## config.mk

```make
export PLATFORM = sky130hd
export DESIGN_NAME = command_input_unit_flat
export DESIGN_NICKNAME = d
export VERILOG_FILES = /design/src/rtl/command_input_unit_if.sv /design/src/rtl/command_input_unit.sv /design/src/flat_wrapper.sv
export SDC_FILE = /design/constraint.sdc
export NUM_CORES = 1
export LEC_CHECK = 0
export BUFFER_PORTS_ARGS = -buffer_cell sky130_fd_sc_hd__buf_4
export CORE_UTILIZATION = 50
export DETAILED_ROUTE_END_ITERATION = 8
export GPL_ROUTABILITY_DRIVEN = 1
export PLACE_DENSITY_LB_ADDON = 0.12
export SLEW_MARGIN = 40
export SYNTH_ARGS = -nofsm -noshare
export SYNTH_HDL_FRONTEND = slang
export SYNTH_SLANG_ARGS = --single-unit
```

## constraint.sdc

```tcl
create_clock -name clk -period 2.1 [get_ports clk]
set_input_delay 0.105 -clock clk [delete_from_list [all_inputs] [get_ports clk]]
set_output_delay 0.105 -clock clk [all_outputs]
set_load 0.005 [all_outputs]
```

## src/rtl/command_input_unit_if.sv

```systemverilog
// Signal bundle between the raw operator panel / controller side and the command input unit.
// Names match the controller-facing port list so the wiring reads one-to-one.
interface command_input_unit_if;
    logic       i_btn_load;
    logic       i_btn_comp;
    logic       i_btn_clr;
    logic [2:0] i_sw_op;
    logic       i_busy;
    logic       o_LOAD;
    logic       o_COMP;
    logic       o_CLR;
    logic [2:0] o_OP;
    logic       o_pending;
    logic       o_cmd_drop;

    modport slave (
        input  i_btn_load, i_btn_comp, i_btn_clr, i_sw_op, i_busy,
        output o_LOAD, o_COMP, o_CLR, o_OP, o_pending, o_cmd_drop
    );

    modport master (
        output i_btn_load, i_btn_comp, i_btn_clr, i_sw_op, i_busy,
        input  o_LOAD, o_COMP, o_CLR, o_OP, o_pending, o_cmd_drop
    );
endinterface

```

## src/rtl/command_input_unit.sv

```systemverilog
// Button front end for the ALP controller: synchronise, debounce, edge-detect, then
// arbitrate LOAD/COMP/CLR into single-cycle commands, holding one while the controller is busy.
module command_input_unit #(
    parameter int DEBOUNCE_CYCLES = 16,
    parameter int CNT_W           = 5
) (
    input  logic                 clk,
    input  logic                 i_rst,
    command_input_unit_if.slave  cmd
);
    localparam int               NB       = 3;
    localparam logic [CNT_W-1:0] CNT_LAST = CNT_W'(DEBOUNCE_CYCLES - 1);

    typedef enum logic [1:0] {S_IDLE, S_PEND, S_GUARD} state_t;

    // Bit order everywhere below: 0 = LOAD, 1 = COMP, 2 = CLR
    logic [NB-1:0] btn_raw;
    logic [NB-1:0] btn_meta_q;
    logic [NB-1:0] btn_sync_q;
    logic [2:0]    op_meta_q;
    logic [2:0]    op_sync_q;
    logic [NB-1:0] req_vec;

    assign btn_raw = {cmd.i_btn_clr, cmd.i_btn_comp, cmd.i_btn_load};

    always_ff @(posedge clk) begin
        if (i_rst) begin
            btn_meta_q <= '0;
            btn_sync_q <= '0;
            op_meta_q  <= '0;
            op_sync_q  <= '0;
        end else begin
            btn_meta_q <= btn_raw;
            btn_sync_q <= btn_meta_q;
            op_meta_q  <= cmd.i_sw_op;
            op_sync_q  <= op_meta_q;
        end
    end

    genvar gi;
    generate
        for (gi = 0; gi < NB; gi++) begin : g_deb
            logic [CNT_W-1:0] cnt_q;
            logic             stable_q;
            logic             req_q;

            // The request is registered on the same edge the stable level rises.
            always_ff @(posedge clk) begin
                if (i_rst) begin
                    cnt_q    <= '0;
                    stable_q <= 1'b0;
                    req_q    <= 1'b0;
                end else begin
                    req_q <= 1'b0;
                    if (btn_sync_q[gi] == stable_q) begin
                        cnt_q <= '0;
                    end else if (cnt_q == CNT_LAST) begin
                        cnt_q    <= '0;
                        stable_q <= btn_sync_q[gi];
                        req_q    <= btn_sync_q[gi];
                    end else begin
                        cnt_q <= cnt_q + 1'b1;
                    end
                end
            end

            assign req_vec[gi] = req_q;
        end
    endgenerate

    logic req_load, req_comp, req_clr;
    logic win_load, win_comp, win_any;

    assign req_load = req_vec[0];
    assign req_comp = req_vec[1];
    assign req_clr  = req_vec[2];
    assign win_load = req_load & ~req_clr;
    assign win_comp = req_comp & ~req_clr & ~req_load;
    assign win_any  = win_load | win_comp;

    state_t     state_q, state_d;
    logic       pend_comp_q, pend_comp_d;
    logic [2:0] op_hold_q, op_hold_d;
    logic [2:0] op_q, op_d;
    logic       load_q, load_d;
    logic       comp_q, comp_d;
    logic       clr_q, clr_d;
    logic       drop_q, drop_d;

    always_comb begin
        state_d     = state_q;
        pend_comp_d = pend_comp_q;
        op_hold_d   = op_hold_q;
        op_d        = op_q;
        load_d      = 1'b0;
        comp_d      = 1'b0;
        clr_d       = 1'b0;
        drop_d      = (req_clr & (req_load | req_comp)) | (req_load & req_comp);

        // A COMP arriving while a command is already held is dropped, so it must not touch op_hold
        if (win_comp && state_q != S_PEND) begin
            op_hold_d = op_sync_q;
        end

        if (req_clr) begin
            clr_d       = 1'b1;
            state_d     = S_IDLE;
            pend_comp_d = 1'b0;
        end else begin
            case (state_q)
                S_IDLE: begin
                    if (win_any) begin
                        if (!cmd.i_busy) begin
                            load_d  = win_load;
                            comp_d  = win_comp;
                            if (win_comp) begin
                                op_d = op_sync_q;
                            end
                            state_d = S_GUARD;
                        end else begin
                            pend_comp_d = win_comp;
                            state_d     = S_PEND;
                        end
                    end
                end
                S_PEND: begin
                    if (win_any) begin
                        drop_d = 1'b1;
                    end
                    if (!cmd.i_busy) begin
                        load_d  = ~pend_comp_q;
                        comp_d  = pend_comp_q;
                        if (pend_comp_q) begin
                            op_d = op_hold_q;
                        end
                        state_d = S_GUARD;
                    end
                end
                S_GUARD: begin
                    // i_busy may not yet reflect the command just issued, so hold anything new
                    if (win_any) begin
                        pend_comp_d = win_comp;
                        state_d     = S_PEND;
                    end else begin
                        state_d = S_IDLE;
                    end
                end
                default: state_d = S_IDLE;
            endcase
        end
    end

    always_ff @(posedge clk) begin
        if (i_rst) begin
            state_q     <= S_IDLE;
            pend_comp_q <= 1'b0;
            op_hold_q   <= '0;
            op_q        <= '0;
            load_q      <= 1'b0;
            comp_q      <= 1'b0;
            clr_q       <= 1'b0;
            drop_q      <= 1'b0;
        end else begin
            state_q     <= state_d;
            pend_comp_q <= pend_comp_d;
            op_hold_q   <= op_hold_d;
            op_q        <= op_d;
            load_q      <= load_d;
            comp_q      <= comp_d;
            clr_q       <= clr_d;
            drop_q      <= drop_d;
        end
    end

    assign cmd.o_LOAD     = load_q;
    assign cmd.o_COMP     = comp_q;
    assign cmd.o_CLR      = clr_q;
    assign cmd.o_OP       = op_q;
    assign cmd.o_pending  = (state_q == S_PEND);
    assign cmd.o_cmd_drop = drop_q;
endmodule

```

## src/flat_wrapper.sv

```systemverilog
// flat-port wrapper written by rule: the top's interface ports become plain ports
module command_input_unit_flat 
#(
    parameter int DEBOUNCE_CYCLES = 16,
    parameter int CNT_W           = 5
)
  (clk, i_rst, cmd_i_btn_load, cmd_i_btn_comp, cmd_i_btn_clr, cmd_i_sw_op, cmd_i_busy, cmd_o_LOAD, cmd_o_COMP, cmd_o_CLR, cmd_o_OP, cmd_o_pending, cmd_o_cmd_drop);
  command_input_unit_if cmd_i ();
  input  logic clk;
  input  logic i_rst;
  input wire logic [$bits(cmd_i.i_btn_load)-1:0] cmd_i_btn_load;
  input wire logic [$bits(cmd_i.i_btn_comp)-1:0] cmd_i_btn_comp;
  input wire logic [$bits(cmd_i.i_btn_clr)-1:0] cmd_i_btn_clr;
  input wire logic [$bits(cmd_i.i_sw_op)-1:0] cmd_i_sw_op;
  input wire logic [$bits(cmd_i.i_busy)-1:0] cmd_i_busy;
  output wire logic [$bits(cmd_i.o_LOAD)-1:0] cmd_o_LOAD;
  output wire logic [$bits(cmd_i.o_COMP)-1:0] cmd_o_COMP;
  output wire logic [$bits(cmd_i.o_CLR)-1:0] cmd_o_CLR;
  output wire logic [$bits(cmd_i.o_OP)-1:0] cmd_o_OP;
  output wire logic [$bits(cmd_i.o_pending)-1:0] cmd_o_pending;
  output wire logic [$bits(cmd_i.o_cmd_drop)-1:0] cmd_o_cmd_drop;
  assign cmd_i.i_btn_load = cmd_i_btn_load;
  assign cmd_i.i_btn_comp = cmd_i_btn_comp;
  assign cmd_i.i_btn_clr = cmd_i_btn_clr;
  assign cmd_i.i_sw_op = cmd_i_sw_op;
  assign cmd_i.i_busy = cmd_i_busy;
  assign cmd_o_LOAD = cmd_i.o_LOAD;
  assign cmd_o_COMP = cmd_i.o_COMP;
  assign cmd_o_CLR = cmd_i.o_CLR;
  assign cmd_o_OP = cmd_i.o_OP;
  assign cmd_o_pending = cmd_i.o_pending;
  assign cmd_o_cmd_drop = cmd_i.o_cmd_drop;
  command_input_unit #(.DEBOUNCE_CYCLES(DEBOUNCE_CYCLES), .CNT_W(CNT_W)) u_core (.clk(clk), .i_rst(i_rst), .cmd(cmd_i));
endmodule
```

Yosys cells after proc, flatten, opt, wreduce, memory -nomap -nowiden
Index checks and enable logic that the tools add are counted.
{"block": "totals", "register_bits": 46, "input_bits": 9, "output_inout_bits": 8, "elab_cells": 101}
{"block": "classes", "n_addsub": 3, "n_eq_ne": 16, "n_mux": 27, "bitwise": 17, "n_reduce_logical": 17}
{"operator": "OR reduction 3 bit", "n": 6}
{"operator": "adder 5 x 1 -> 5 bit (second input constant)", "n": 3}
{"operator": "equality test 5 x 4 -> 1 bit (second input constant)", "n": 3}
{"operator": "2-to-1 mux 3 bit", "n": 5}
{"operator": "2-to-1 mux 1 bit", "n": 14}
{"operator": "!= test 2 x 1 -> 1 bit (second input constant)", "n": 5}
{"operator": "NOT 1 bit", "n": 9}
{"operator": "AND reduction 2 bit", "n": 4}
{"operator": "AND reduction 7 bit", "n": 1}
{"operator": "2-to-1 mux 2 bit", "n": 3}
{"operator": "!= test 2 bit (second input constant)", "n": 3}
{"operator": "one-hot mux 1 bit (2 select lines)", "n": 3}
{"operator": "one-hot mux 2 bit (3 select lines)", "n": 1}
{"operator": "one-hot mux 3 bit (2 select lines)", "n": 1}
{"operator": "AND 1 bit", "n": 5}
{"operator": "AND reduction 4 bit", "n": 1}
{"operator": "nonzero test 2 bit", "n": 2}
{"operator": "equality test 1 bit", "n": 3}
{"operator": "bitwise OR 1 bit", "n": 3}
{"operator": "equality test 2 x 1 -> 1 bit (second input constant)", "n": 1}
{"operator": "equality test 2 bit (second input constant)", "n": 1}
{"operator": "logical NOT 2 bit", "n": 1}
{"operator": "OR reduction 2 bit", "n": 1}
{"operator": "logical AND 1 bit", "n": 1}

Longest topological paths before layout
Gate-level depths: netlist of the first run.
{"block": "depth", "ltp_word": 7, "depth_mapped": 6, "mapped_depth_nobuf": 5}

Least setup slack after synthesis of the first run
No wires, ideal clock.
{"block": "synth_path", "path_kind": "register to register", "from": "register u_core.g_deb[2].cnt_q[0]", "to": "register u_core.g_deb[2].cnt_q[2]", "setup_ns": 0.065, "t_arrival_ns": 1.430, "required_ns": 2.035, "path_slack_ns": 0.606, "path_stages_with_launch": 6, "path_buffers": 0, "period_less_slack_ns": 1.494, "path_cell_list": "dfxtp_1 -> ha_1 -> and3_1 -> ha_1 -> or3_1 -> nor2_1"}
{"block": "synth_between", "elab_chain_len": 2, "elab_cells_between_ends": 3, "cone_classes": "1 x add/sub; 1 x eq/ne; 1 x reduce/logical"}
{"element": "from (decl)", "line": "command_input_unit.sv:43", "text": "logic [CNT_W-1:0] cnt_q;"}
{"element": "from (signal assigned)", "line": "command_input_unit.sv:62", "text": "cnt_q <= cnt_q + 1'b1;"}
{"element": "parallel branches: the longest is 2 deep, another holds adder 5 x 1 -> 5 bit"}
Parallel ways; which one is timed is not known.
A chain may end at the register's enable or synchronous reset.

Final worst setup path of the first run
{"block": "layout_path", "from": "register u_core.g_deb[2].cnt_q[0]", "to": "register u_core.g_deb[2].cnt_q[3]"}
The elaborated chain is that of the path after synthesis.

==> impl_metrics.json, run 1 <==
{
  "status": "finished clean",
  "path_cells": "ha_1 > and3_1 > ha_1 > or3_1 > nor2_1",
  "min_path_type": "in2reg",
  "worstPathArrival_ps": 1930,
  "synth_cell_types": 25,
  "firstDrtPassIters": 6,
  "drc": 0,
  "avgSynthCellArea_um2": 9.90,
  "clockBufferDepth": 2,
  "gr-total-overflow": 0,
  "yosysTopAreaCell": "dfxtp_1",
  "slew_violations": 0,
  "root_buffer": "clkbuf_4",
  "ys_seq_area_frac": 0.560,
  "vias_per_cell": 4.80,
  "yosysTopAreaCellShare": 0.560,
  "portBuffers": 16,
  "routed_wl_mm": 2.34,
  "synth_nets": 181,
  "syn_area_um2": 1640,
  "postLayoutCoreUtil": 0.620,
  "fmax_mhz": 611,
  "setup_viol_count_final": 0,
  "ys_warn_count": 0,
  "cts_made_buffers": 5,
  "placed_area_um2": 1790,
  "synth_seq_cells": 46,
  "pre_cts_slack_ps": 469,
  "die_w_um": 59.3,
  "path_max_fanout": 5,
  "cp_common_cell": "ha_1",
  "num_rows": 20,
  "die_area_um2": 3520,
  "worstSetupPathType": "reg2reg",
  "core_area_um2": 3080,
  "htree_levels": 2,
  "antenna_found_initial": 0,
  "yosys-top-cells-area": "dfxtp_1 56%, nor2_1 6.4%, ha_1 4.6%, nor2b_1 4.6%, xnor2_1 3.2%",
  "rsz0062_at_grt": "false",
  "critPathSlowestCell": "or3_1",
  "tightest_slew_ps": 325,
  "start_util": 0.534,
  "drv_cap": 0,
  "n_antenna_cell": 0,
  "syn2layout_area_growth_pct": 16.1,
  "cts_tree": "built",
  "dpl.hpwl_mm": 1.67,
  "grt_pass1_wl_mm": 3.91,
  "insertion_delay_ps": 340,
  "hold_slack_ps": 84.8,
  "setup_tns_ps": 0,
  "critPathCaptureType": "flop",
  "wire_per_inst_um": 10.0,
  "dpl.cell_count": 220,
  "layout_common_cells": "46 x dfxtp_1, 28 x nor2_1, 16 x buf_4",
  "track_usage": 0.155,
  "period_needed_ps": 1640,
  "cpPeakStageDelay_ps": 450,
  "powerDensity_nw_per_um2": 706,
  "num_vias": 1123,
  "drive_gt1_frac": 0.137,
  "totalPowerFinal_mw": 1.35,
  "finalHoldViolations": 0,
  "gp_congestion": 0.727,
  "vdd_drop_max_v": 0.000472,
  "fillers": 273,
  "finClkSkew_ps": 5.52,
  "cts_resized": 0,
  "crit_family": "simple AND/OR/NAND/NOR gates",
  "final_common_cell": "dfxtp_1",
  "die_h_um": 59.3,
  "slew_headroom": 0.783,
  "worst-path-buf-inv": 0,
  "final_area_um2": 1910,
  "setup_ws_ps": 462,
  "path_clk_slew_ps": 120,
  "fin_crit_sh": 0.780,
  "ant_nets": 0,
  "leakage_nw": 0.719,
  "grt_pass1_vias": 956,
  "grt_start_max_net_pins": 33,
  "final_nets": 204,
  "ios": 17,
  "startpoint_type": "flop",
  "syn_inst": 166,
  "required_ps": 2390,
  "detail_route.iter0.violations": 26,
  "stdcell_count": 234,
  "cts.sinks": 46
}
-- sequential cells by signal (all words and copies together), names as in the netlist --
| register | flops |
|---|---|
| u_core.g_deb.req_q | 3 |
| u_core.cmd.o_LOAD | 1 |
| u_core.cmd.o_cmd_drop | 1 |
| u_core.pend_comp_q | 1 |
| u_core.op_meta_q | 3 |
| u_core.g_deb.stable_q | 3 |
| u_core.btn_sync_q | 3 |
| u_core.cmd.o_COMP | 1 |
| u_core.g_deb.cnt_q | 15 |
| u_core.op_sync_q | 3 |
| u_core.state_q | 2 |
| u_core.cmd.o_OP | 3 |
| u_core.op_hold_q | 3 |
| u_core.btn_meta_q | 3 |
| u_core.cmd.o_CLR | 1 |
-- synthesized netlist by cell type (all sizes together) --
cell type and n:
xnor2 6, mux2i 5, o22ai 1, a21oi 6, buf 2, a311oi 3
nor4 1, xor2 3, nor3b 1, inv 8, dfxtp 46, nand2b 2
and3 3, nor3 2, clkbuf 4, nand2 13, nor2b 12, or3 3
or4 1, o2111a 1, nand3 6, ha 6, nor4bb 3, nor2 28
-- area by class of cell --
cell class	count	area (um^2)	area share
inverter	8	30.0	0.0157
multi-input combinational	106	662	0.347
clock buffer	7	55.1	0.0289
sequential	46	921	0.483
timing repair buffer	22	180	0.0944
clock inverter	1	5.00	0.00262
tap	44	55.1	0.0289
-- power breakdown --
group / switching [mW] / internal (mW)
clock: 0.249 / 0.163
sequential: 0.00546 / 0.885
combinational: 0.0192 / 0.0267
-- cells by family (layout without fill, tap and decap cells) --
family | Yosys count | count (layout) | synth area share
compound gates | 11 | 11 | 0.0457
xor+xnor | 9 | 9 | 0.0479
fa+ha+maj | 6 | 6 | 0.0457
buf+inv | 14 | 38 | 0.0373
flops | 46 | 46 | 0.560
mux | 5 | 5 | 0.0304
simple gates | 75 | 75 | 0.233
-- metal layers --
| layer | part of all wire | GRT usage | vias to the layer above |
|---|---|---|---|
| met3 | 0.041 | 0.0742 | 2 |
| met1 | 0.45 | 0.169 | 509 |
| met4 | 0.0056 | 0.0612 | 0 |
| met2 | 0.50 | 0.260 | 21 |
| met5 | 0 | 0 | - |
| li1 | - | - | 591 |
-- worst register-to-register path: cells and delay by family (launching register included) --
kind | cells | cell delay (ps)
flops | 1 | 360
simple gates | 3 | 770
fa+ha+maj | 2 | 450
-- final timing paths --
path / startpoint / end / slack [ps] / cells past startpoint
worst max register to register: u_core.g_deb[2].cnt_q[0]$_SDFF_PP0_ / u_core.g_deb[2].cnt_q[3]$_SDFF_PP0_ / 460 / 5
worst min register to register: u_core.btn_meta_q[1]$_SDFF_PP0_ / u_core.btn_sync_q[1]$_SDFF_PP0_ / 450 / 1
worst max-delay path: u_core.g_deb[2].cnt_q[0]$_SDFF_PP0_ / u_core.g_deb[2].cnt_q[3]$_SDFF_PP0_ / 460 / 5
worst min-delay path: cmd_i_busy / u_core.state_q[1]$_SDFFE_PP0P_ / 80 / 4
-- repair_timing --
item,4_1_cts,5_1_grt
setup buffers,0,0
hold buffers,6,0
endpoints found under the hold margin,6,0
(Power assumes the default switching activity.)
==> run 2: changes to the inputs <==
Clock period 2.1 ns to 1.72 ns, I/O delays scaled along.
==> impl_metrics.json, run 2 (synthesized netlist as in run 1, its figures left out) <==
{
  "status": "finished clean",
  "gr-total-overflow": 0,
  "grtUsageMet2": 0.287,
  "crit_family": "simple AND/OR/NAND/NOR gates",
  "critPathCaptureType": "flop",
  "n_antenna_cell": 0,
  "layout_common_cells": "46 x dfxtp_1, 28 x nor2_1, 17 x buf_4",
  "ant_nets": 0,
  "period_needed_ps": 1620,
  "stdcell_count": 235,
  "drc": 0,
  "track_usage": 0.162,
  "gp_congestion": 0.723,
  "num_rows": 20,
  "path_max_fanout": 5,
  "largest_reg_flops": 15,
  "min_path_type": "in2reg",
  "worstPathArrival_ps": 1900,
  "finClkSkew_ps": 6.89,
  "leakage_nw": 0.735,
  "detail_route.iter0.violations": 13,
  "met1_usage": 0.180,
  "clockBufferDepth": 2,
  "cpPeakStageDelay_ps": 460,
  "setup_tns_ps": 0,
  "regMostFlops": "u_core.g_deb.cnt_q",
  "cts_made_buffers": 5,
  "worst-path-buf-inv": 0,
  "fmax_mhz": 617,
  "r2r_start": "u_core.g_deb[1].cnt_q[0]$_SDFF_PP0_",
  "path_clk_slew_ps": 120,
  "min-delay-start": "cmd_i_busy",
  "slew_violations": 0,
  "final_area_um2": 1940,
  "grt.busiest_layer": "met2",
  "finalHoldViolations": 0,
  "drive_gt1_frac": 0.152,
  "wire_per_inst_um": 10.5,
  "portBuffers": 16,
  "die_area_um2": 3520,
  "core_area_um2": 3080,
  "die_w_um": 59.3,
  "cp_common_cell": "ha_1",
  "required_ps": 2000,
  "setup_ws_ps": 98.6,
  "cts.sinks": 46,
  "fin_crit_sh": 0.943,
  "grt_pass1_vias": 1016,
  "syn2layout_area_growth_pct": 18.0,
  "crit_start": "u_core.g_deb[1].cnt_q[0]$_SDFF_PP0_",
  "grt_pass1_wl_mm": 4.15,
  "pre_cts_slack_ps": 92.5,
  "antenna_found_initial": 0,
  "hold_slack_ps": 68.8,
  "powerDensity_nw_per_um2": 895,
  "ios": 17,
  "cts_tree": "built",
  "startpoint_type": "flop",
  "num_vias": 1125,
  "vdd_drop_max_v": 0.000582,
  "firstDrtPassIters": 5,
  "grt_start_max_net_pins": 33,
  "use_met3": 0.0393,
  "vias_per_cell": 4.79,
  "path_cells": "ha_1 > and3_1 > ha_1 > or3_1 > nor2_1",
  "critPathSlowestCell": "or3_1",
  "final_common_cell": "dfxtp_1",
  "start_util": 0.534,
  "tightest_slew_ps": 317,
  "slew_headroom": 0.787,
  "worstSetupPathType": "reg2reg",
  "setup_viol_count_final": 0,
  "drv_cap": 0,
  "dpl.hpwl_mm": 1.70,
  "placed_area_um2": 1800,
  "insertion_delay_ps": 340,
  "root_buffer": "clkbuf_4",
  "rsz0062_at_grt": "false",
  "htree_levels": 2,
  "dpl.cell_count": 221,
  "final_nets": 205,
  "routed_wl_mm": 2.47,
  "die_h_um": 59.3
}
-- run 2: worst paths after layout --
path	to	cells past startpoint	slack, ps
worst max-delay path	u_core.g_deb[1].cnt_q[3]$_SDFF_PP0_	5	100
worst min-delay path	u_core.cmd.o_LOAD$_SDFF_PP0_	4	70
worst max register to register	u_core.g_deb[1].cnt_q[3]$_SDFF_PP0_	5	100
worst min register to register	u_core.op_sync_q[0]$_SDFF_PP0_	1	450
-- run 2: final cells by class --
class / instances / area [um^2]
inverters: 8 / 30.0
repair buffers: 23 / 188
clock buffers: 8 / 78.8
flip-flops and latches: 46 / 921
well taps: 44 / 55.1
fillers: 270 / 1140
multi-input cells: 106 / 667
-- run 2: timing repair --
| item | CTS | global route |
|---|---|---|
| setup buffers | 0 | 0 |
| endpoints found under the hold margin | 6 | 0 |
| resized for setup | 0 | 1 |
| hold buffers | 6 | 0 |
| endpoints found under the setup margin | 0 | 1 |
-- run 2: power breakdown --
part	internal (mW)	switching [mW]
sequential	1.08	0.00733
clock	0.280	0.311
combinational	0.0332	0.0245
-- run 2: metrics by stage --
| step | power (mW) | util |
|---|---|---|
| final | 1.74 | 0.630 |
| after global routing | 1.81 | 0.630 |
| after CTS | 1.76 | 0.628 |
| after detailed placement | 1.16 | 0.583 |
| after global placement | 1.15 | 0.583 |
| after floorplan | 1.14 | - |
-- run 2: worst reg2reg max path: stages (launching register included) --
cell and delay (ps):
dfxtp_1 350, ha_1 230, and3_1 190, ha_1 210
or3_1 460, nor2_1 140
-- run 2: routing by layer --
metal / vias to the layer above / part of all wire / wire (um)
li1: 591 / - / -
met1: 502 / 0.46 / 1130
met2: 28 / 0.48 / 1200
met3: 4 / 0.045 / 112
met4: 0 / 0.014 / 34
met5: - / 0 / 0
==> run 3: changes to the inputs <==
Settings changed: BUFFER_PORTS_ARGS -buffer_cell sky130_fd_sc_hd__buf_4 to unset, DONT_BUFFER_PORTS set to 1, MAX_ROUTING_LAYER set to met4.
==> impl_metrics.json, run 3 (synthesized netlist as in run 1, its figures left out) <==
{
  "status": "finished clean",
  "drv_cap": 0,
  "ant_nets": 0,
  "crit_start": "u_core.g_deb[2].cnt_q[0]$_SDFF_PP0_",
  "period_needed_ps": 1630,
  "die_area_um2": 3520,
  "fmax_mhz": 614,
  "slew_headroom": 0.657,
  "finClkSkew_ps": 3.50,
  "gp_congestion": 0.804,
  "die_h_um": 59.3,
  "worstPathArrival_ps": 1900,
  "htree_levels": 2,
  "rsz0062_at_grt": "false",
  "leakage_nw": 0.656,
  "path_cells": "ha_1 > and3_1 > ha_1 > or3_4 > nor2_1",
  "powerDensity_nw_per_um2": 896,
  "cts_made_buffers": 5,
  "final_nets": 192,
  "r2r_slack_ps": 90,
  "min-delay-start": "i_rst",
  "setup_viol_count_final": 0,
  "p_comb_frac": 0.029,
  "reg2reg_depth": 5,
  "num_vias": 1062,
  "hold_slack_ps": 177,
  "finalHoldViolations": 0,
  "path_clk_slew_ps": 120,
  "syn2layout_area_growth_pct": 11.0,
  "seqPwrFrac": 0.664,
  "totalPowerFinal_mw": 1.64,
  "die_w_um": 59.3,
  "num_rows": 20,
  "cts.sinks": 46,
  "core_area_um2": 3080,
  "fillers": 294,
  "root_buffer": "clkbuf_4",
  "ios": 17,
  "switchingPower_mw": 0.332,
  "insertion_delay_ps": 340,
  "required_ps": 1990,
  "slew_violations": 0,
  "rr_endpoint": "u_core.g_deb[2].cnt_q[2]$_SDFF_PP0_",
  "antenna_found_initial": 0,
  "tightest_slew_ps": 514,
  "layout_common_cells": "46 x dfxtp_1, 28 x nor2_1, 13 x nand2_1",
  "p_sw_frac": 0.203,
  "startpoint_type": "flop",
  "cts_tree": "built",
  "min_to": "u_core.cmd.o_CLR$_SDFF_PP0_",
  "path_max_fanout": 5,
  "grt_pass1_vias": 973,
  "fin_crit_sh": 0.947,
  "critPathCaptureType": "flop",
  "setup_tns_ps": 0,
  "cpPeakStageDelay_ps": 430,
  "dpl.hpwl_mm": 1.62,
  "intPower_mw": 1.30,
  "grt_pass1_wl_mm": 3.98,
  "track_usage": 0.160,
  "clockBufferDepth": 2,
  "routed_wl_mm": 2.35,
  "drc": 0,
  "regMostFlops": "u_core.g_deb.cnt_q",
  "crit_family": "simple AND/OR/NAND/NOR gates",
  "worstSetupPathType": "reg2reg",
  "wire_per_inst_um": 10.6,
  "detail_route.iter0.violations": 75,
  "portBuffers": 0,
  "firstDrtPassIters": 4,
  "critPathSlowestCell": "or3_4",
  "start_util": 0.534,
  "pwr-share-clk": 0.306,
  "drive_gt1_frac": 0.0730,
  "cp_common_cell": "ha_1",
  "grt_start_max_net_pins": 32,
  "largest_reg_flops": 15,
  "postLayoutCoreUtil": 0.593,
  "r2r_start": "u_core.g_deb[2].cnt_q[0]$_SDFF_PP0_",
  "postCtsSetupBuffers": 0,
  "vdd_drop_max_v": 0.000595,
  "final_common_cell": "dfxtp_1",
  "vias_per_cell": 4.78,
  "hold_depth": 2,
  "worst-path-buf-inv": 0,
  "n_antenna_cell": 0,
  "gr-total-overflow": 0,
  "min_path_type": "in2reg"
}
## run 3: cell types whose count changed in the layout (fill, tap and decap cells not counted)
cell / previous run / this run
dlygate4sd3_1: 6 / 8
buf_2: 0 / 1
clkbuf_8: 3 / 1
buf_4: 17 / 1
clkbuf_1: 0 / 1
clkinv_2: 0 / 1
## run 3: worst max-delay path by stage
stage	to	slack, ps	depth (start not counted)
detailed placement	u_core.g_deb[2].cnt_q[2]$_SDFF_PP0_	50	5
CTS	u_core.g_deb[2].cnt_q[2]$_SDFF_PP0_	20	5
finish	u_core.g_deb[2].cnt_q[2]$_SDFF_PP0_	90	5
global placement	u_core.g_deb[2].cnt_q[1]$_SDFF_PP0_	180	5
global route	u_core.g_deb[2].cnt_q[2]$_SDFF_PP0_	10	5
floorplan	u_core.g_deb[2].cnt_q[2]$_SDFF_PP0_	230	5
## run 3: metal layers
| metal | vias to the layer above | track usage | part of all wire |
|---|---|---|---|
| li1 | 566 | - | - |
| met1 | 475 | 0.188 | 0.49 |
| met2 | 19 | 0.244 | 0.47 |
| met3 | 2 | 0.0655 | 0.039 |
| met4 | 0 | 0.0612 | 0.0081 |
| met5 | - | - | 0 |
## run 3: timing repair
action	in CTS	in global routing
endpoints found under the hold margin	39	0
setup endpoints to repair	0	1
hold buffers	9	0
resized for setup	0	1
## run 3: power groups by stage
stage               Combinational [mW]  Sequential [mW]  Clock (mW)
detailed placement              0.0226             1.11           0
global placement                0.0215             1.11           0
CTS                             0.0481             1.09       0.532
finish                          0.0480             1.09       0.501
floorplan                       0.0279             1.11           0
global route                    0.0534             1.09       0.577
## run 3: stage by stage
| step | setup slack [ps] | cell area, um^2 | instances |
|---|---|---|---|
| after floorplan | 226 | 1640 | 166 |
| after global placement | 183 | 1680 | 205 |
| after detailed placement | 50.9 | 1680 | 205 |
| after CTS | 15.9 | 1830 | 222 |
| after global routing | 14.9 | 1830 | 222 |
| final | 91.4 | 1830 | 222 |
## run 3: worst reg2reg max path: cells and delay by family, from the launching register on
family | cells | cell delay (ps)
simple gates | 3 | 780
flops | 1 | 340
fa+ha+maj | 2 | 450
## run 3: layout make-up
| class | count | area, um^2 | share of cell area |
|---|---|---|---|
| multi-input cells | 106 | 667 | 0.365 |
| well taps | 44 | 55.1 | 0.0302 |
| inverters | 8 | 30.0 | 0.0164 |
| flip-flops and latches | 46 | 921 | 0.504 |
| clock inverters | 1 | 5.00 | 0.00274 |
| repair buffers | 10 | 92.6 | 0.0507 |
| clock buffers | 7 | 55.1 | 0.0302 |
